### src/rtl/led_matrix_scanner.sv
// led_matrix_scanner
//   Consumer of the falling-stick map framebuffer. Latches a new 64-bit map
//   into a shadow buffer only at frame boundaries (tear-free), scans the
//   shadow row by row onto an 8x8 LED matrix, overlays the player pixel on
//   the bottom row and pulses a collision flag when a newly latched map
//   covers the player column.
//
// Ports
//   system_clk    clock
//   rst           synchronous reset, active low
//   framebuffer   map, row r = framebuffer[8r+7:8r], row 0 top, row 7 bottom
//   frame_update  generator strobe, rising edge = new map available
//   player_col    player column on the bottom row
//   player_en     enables player overlay and collision check
//   row_sel       active-low one-hot row drive
//   col_data      active-high column data
//   frame_start   one-cycle pulse in the first cycle of each frame
//   hit           one-cycle collision pulse in the first cycle after a copy
module led_matrix_scanner #(
  parameter int ROW_TICKS   = 16,
  parameter int BLANK_TICKS = 2
) (
  input  logic        system_clk,
  input  logic        rst,
  input  logic [63:0] framebuffer,
  input  logic        frame_update,
  input  logic [2:0]  player_col,
  input  logic        player_en,
  output logic [7:0]  row_sel,
  output logic [7:0]  col_data,
  output logic        frame_start,
  output logic        hit
);

  localparam int TICK_W = (ROW_TICKS > 1) ? $clog2(ROW_TICKS) : 1;
  localparam logic [TICK_W-1:0] TICK_LAST  = TICK_W'(ROW_TICKS - 1);
  localparam logic [TICK_W-1:0] TICK_BLANK = TICK_W'(BLANK_TICKS);

  typedef enum logic {ST_BLANK, ST_DRIVE} state_t;

  logic [TICK_W-1:0] tick_cnt, tick_nxt;
  logic [2:0]        row, row_nxt;
  state_t            state, state_nxt;
  logic [7:0][7:0]   shadow, shadow_nxt;
  logic              pending, upd_d;
  logic              rise, tick_wrap, frame_end, copy;
  logic [7:0]        drive_row;

  always_comb begin
    tick_wrap  = (tick_cnt == TICK_LAST);
    tick_nxt   = tick_wrap ? '0 : tick_cnt + TICK_W'(1);
    row_nxt    = tick_wrap ? row + 3'd1 : row;
    frame_end  = tick_wrap && (row == 3'd7);
    rise       = frame_update & ~upd_d;
    // A rise landing on the frame-end edge is taken by this copy directly.
    copy       = frame_end & (pending | rise);
    shadow_nxt = copy ? framebuffer : shadow;

    state_nxt = state;
    case (state)
      ST_BLANK: if (tick_nxt >= TICK_BLANK) state_nxt = ST_DRIVE;
      ST_DRIVE: if (tick_wrap && (BLANK_TICKS > 0)) state_nxt = ST_BLANK;
      default:  state_nxt = ST_BLANK;
    endcase

    // Outputs are built from next-state values so they line up with the
    // row/tick the counters hold during the cycle they are visible.
    drive_row = shadow_nxt[row_nxt];
    if (player_en && (row_nxt == 3'd7))
      drive_row = drive_row | (8'd1 << player_col);
  end

  always_ff @(posedge system_clk) begin
    if (!rst) begin
      tick_cnt    <= '0;
      row         <= 3'd0;
      state       <= ST_BLANK;
      shadow      <= '0;
      pending     <= 1'b0;
      upd_d       <= 1'b0;
      row_sel     <= 8'hFF;
      col_data    <= 8'h00;
      frame_start <= 1'b0;
      hit         <= 1'b0;
    end else begin
      tick_cnt    <= tick_nxt;
      row         <= row_nxt;
      state       <= state_nxt;
      upd_d       <= frame_update;
      shadow      <= shadow_nxt;
      // Rises within one frame collapse into a single pending flag.
      pending     <= copy ? 1'b0 : (pending | rise);
      frame_start <= frame_end;
      // Evaluated only on the copy edge, so it fires once per new map.
      hit         <= copy & player_en & shadow_nxt[7][player_col];
      if (state_nxt == ST_DRIVE) begin
        row_sel  <= ~(8'd1 << row_nxt);
        col_data <= drive_row;
      end else begin
        row_sel  <= 8'hFF;
        col_data <= 8'h00;
      end
    end
  end

endmodule

### config.mk
export PLATFORM = sky130hd
export DESIGN_NAME = led_matrix_scanner
export DESIGN_NICKNAME = d
export VERILOG_FILES = /design/src/rtl/led_matrix_scanner.sv
export SDC_FILE = /design/constraint.sdc
export NUM_CORES = 1
export LEC_CHECK = 0
export ABC_AREA = 0
export BUFFER_PORTS_ARGS = -buffer_cell sky130_fd_sc_hd__buf_2
export CAP_MARGIN = 20
export CORE_ASPECT_RATIO = 0.6
export CORE_MARGIN = 3
export CORE_UTILIZATION = 30
export CTS_BUF_LIST = sky130_fd_sc_hd__clkbuf_2
export CTS_CLUSTER_DIAMETER = 150
export DETAILED_ROUTE_END_ITERATION = 7
export GPL_TIMING_DRIVEN = 0
export SYNTH_ARGS = -nofsm -noshare
export SYNTH_HDL_FRONTEND = slang
export SYNTH_SLANG_ARGS = --single-unit
export TNS_END_PERCENT = 30
### constraint.sdc
create_clock -name system_clk -period 2.11 [get_ports system_clk]
set_input_delay 0 -clock system_clk [delete_from_list [all_inputs] [get_ports system_clk]]
set_output_delay 0 -clock system_clk [all_outputs]
set_load 0.02 [all_outputs]
==> results.md <==
- Global Route met2 Usage: 0.275
- Detailed-route wire length: 12800 µm
- Number of detailed-route iterations in the first pass: 5
- Number of input and output port buffers inserted: 87
- Number of routed nets with antenna violations: 0
- Async set-or-reset flop fraction in the synthesized netlist: 0
- Maximum level of the CTS H-tree: 3
- Number of cells produced by synthesis: 378
- Warning count from the yosys run: 0
- Starting utilization of the core area: 0.315
- Worst setup path endpoint: hit
- Setup slack, reg-to-reg: -0.02 ns
- Period Utilization, post-route: 1.01
- Half-perimeter wire length of the detailed placement result: 8750 µm
- Leakage: 0.00256 µW
- Placed inst area: 0.00454 mm²
- Top cell types by occurrence after synthesis: 92 x sky130_fd_sc_hd__dfxtp_1, 67 x sky130_fd_sc_hd__nor2b_1, 66 x sky130_fd_sc_hd__mux2i_1
- End-of-flow core utilization: 0.497
- CP Launch Point: tick_cnt[1]
- Detailed-route vias per instance: 4.77
- # IOs: 89
- Count of flip-flops with a built-in enable after synthesis: 0
- Area overhead of the layout relative to synthesis: 57.8%
- Maximum clock frequency: 469 MHz
- Grt ovf: 0
- Required time at the worst-slack endpoint: 2.55 ns
- Predominant post-synthesis flop cell: sky130_fd_sc_hd__dfxtp_1
- Grt met1 use: 0.252
- Global-route wire length before repair: 19800 µm
- Top area cells in the synthesized netlist: sky130_fd_sc_hd__dfxtp_1 47%, sky130_fd_sc_hd__mux2i_1 17%, sky130_fd_sc_hd__nor2b_1 11%
- Antenna violations before repair: 1
- Combined area of the multi-input logic cells: 0.00239 mm²
- Buffer type at the clock tree root: sky130_fd_sc_hd__clkbuf_2
- Worst-margin pin slew: 0.522 ns
- Die Width: 153 µm
- Final hold violation count: 0
- TritonCTS Buffers: 9
- Number of synthesized register bits: 92
- Setup Crit Path Kind: flop to flop
- Count of unique library cells instantiated by Yosys: 40
- Die outline height: 94.2 µm
- Post-route setup slack: -0.0222 ns
- Post-synth net total: 453
- Area of the mapped netlist: 0.00389 mm²
- Fraction of met3 tracks used by global routing: 0.0548
- Run status: complete, but fails checks
- CTS tree: yes
- RSZ-0062 raised after global routing: yes
- Num rows: 31
- Area share of the leading cell type in the synthesized netlist: 0.473
- Fillers: 1118
- Yosys top cell by area: sky130_fd_sc_hd__dfxtp_1
- Maximum ir drop on the vdd rail: 0.000232 V
- Final Critical Period: 2.13 ns
- Launching element type of the critical path: flop
- Cell with the most instances after synthesis: sky130_fd_sc_hd__dfxtp_1
- Total global-route track usage: 0.181
- Sink count of the clock tree: 92
- Remaining DRCs: 0
- DRT iter0 DRCs: 299
- Depth of the most critical reg-to-reg path: 10
- Fraction of final layout cells sized beyond drive strength 1: 0.379
- Clock latency on the worst-skew pair: 0.57 ns
- Power density of the placed cells: 459 mW/mm²
- Final Net Count: 644
- Busiest layer in global routing: met2
- Clock tree skew after final layout: 0.0172 ns
- Vias post-DR: 3525
- Endpoint class of the critical path: flop
- Kind of path behind the tightest hold check: primary input to flop
- Number of setup violations in the final report: 2
- Placer's final routability congestion estimate: 0.835
- Relative slew slack: 0.652
- Maximum number of pins on one net before global-route repair: 14
- CORE AREA: 0.0124 mm²
- Clock-pin slew of the registers on the worst-case setup and hold paths: 0.23 ns
- Pre-CTS setup slack: -0.428 ns
- Mean post-synth cell area: 10.3 µm²
- Count of pins over their slew limit: 0
- Non-Filler Cell Area, Final: 0.00614 mm²
- R2r endpoint: hit
- Number of buffers on the longest clock path: 2
- Maximum fanout along the worst path: 5
- Vias in the first global route: 3629
- Beginning of the worst register-to-register path: tick_cnt[1]
- Failing checks: setup timing
- Max-cap violations: 0
- Storage element area: 0.00185 mm²
- Floorplan die area: 0.0144 mm²
- Part of the Yosys area used for sequential elements: 0.473
- Routed length per placed instance: 17.3 µm
- Endpoint arrival time on the critical path: 2.58 ns
==> kinds of logic after synthesis <==
family,after synthesis,share of synthesized area
multiplexers,68,0.177
XOR/XNOR,1,0.00225
adder cells (fa/ha/maj),4,0.0129
AO/OA/AOI/OAI,66,0.116
flip-flops,92,0.473
buffers and inverters,25,0.0395
AND/OR/NAND/NOR,122,0.180
==> stage by stage <==
stage	instances	hold slack [ns]	total power [µW]	TNS (ns)
2_1_floorplan	378	0.122	1870	0
6_report	739	0.167	2820	-0.0400
3_5_place_dp	630	0.224	1980	-3.01
5_1_grt	738	0.164	2930	-0.764
4_1_cts	733	0.147	2830	0
3_3_place_gp	630	0.217	1970	-2.58
==> state kept, by name, indices dropped and copies added (netlist names) <==
name and cells:
hit 1, pending 1, tick_cnt 4, state 1, row_sel 8, row 3, frame_start 1, col_data 8
shadow 64, upd_d 1
==> routing by layer <==
metal,part of all wire,up-vias
li1,-,1723
met1,0.47,1667
met2,0.43,112
met3,0.079,21
met4,0.015,2
met5,0.00055,-
==> critical path, cell delays in order, from the launching register on <==
cell                       delay (ns)
sky130_fd_sc_hd__dfxtp_4         0.40
sky130_fd_sc_hd__ha_4            0.17
sky130_fd_sc_hd__and3_4          0.17
sky130_fd_sc_hd__o211ai_4        0.09
sky130_fd_sc_hd__buf_6           0.16
sky130_fd_sc_hd__buf_12          0.13
sky130_fd_sc_hd__buf_12          0.14
sky130_fd_sc_hd__mux2i_4         0.27
sky130_fd_sc_hd__mux2i_1         0.10
sky130_fd_sc_hd__a22oi_1         0.20
sky130_fd_sc_hd__a31oi_1         0.16
==> cell type report <==
class,count,share of cell area
multi-input combinational,261,0.388
sequential,92,0.302
timing repair buffer,180,0.229
tap,165,0.0336
buffer,23,0.0328
clock buffer,13,0.0106
clock inverter,2,0.00204
inverter,2,0.00122
antenna,1,0.000407
==> timing repair <==
action | 4_1_cts | 5_1_grt
gates resized for setup | 88 | 29
hold buffers | 71 | 0
setup endpoints to repair | 16 | 18
buffers inserted | 14 | 5
cloned | 3 | 0
pin swaps | 19 | 14
endpoints found under the hold margin | 80 | 0
==> layout by cell type, fill, tap and decap left out, types with 4 or more instances in the layout <==
cell type	Yosys	final
sky130_fd_sc_hd__nand3_1	6	5
sky130_fd_sc_hd__mux2i_2	2	11
sky130_fd_sc_hd__buf_6	5	5
sky130_fd_sc_hd__clkbuf_2	0	13
sky130_fd_sc_hd__buf_2	3	88
sky130_fd_sc_hd__or2_2	9	9
sky130_fd_sc_hd__a211oi_2	0	6
sky130_fd_sc_hd__buf_12	0	8
sky130_fd_sc_hd__dfxtp_1	92	88
sky130_fd_sc_hd__dlygate4sd3_1	0	70
sky130_fd_sc_hd__buf_4	5	19
sky130_fd_sc_hd__nor2b_1	67	67
sky130_fd_sc_hd__mux2i_4	0	20
sky130_fd_sc_hd__nor2_1	21	21
sky130_fd_sc_hd__clkbuf_1	10	9
sky130_fd_sc_hd__mux2i_1	66	37
sky130_fd_sc_hd__o22ai_1	34	25
sky130_fd_sc_hd__o22ai_2	0	9
sky130_fd_sc_hd__nand2_1	5	4
==> power breakdown <==
part           switching, µW  internal (µW)  total (µW)
logic                    126            184         310
registers               11.7           1750        1770
clock network            577            166         744
total                    714           2100        2820
==> worst min-delay path by stage <==
stage                       startpoint  endpoint  depth (start not counted)
after global routing      frame_update     upd_d                          3
after CTS                 frame_update     upd_d                          3
after global placement    frame_update     upd_d                          2
after detailed placement  frame_update     upd_d                          2
after floorplan           frame_update     upd_d                          1
final                     frame_update     upd_d                          3
No activity file was read; power rests on OpenSTA's default activity.
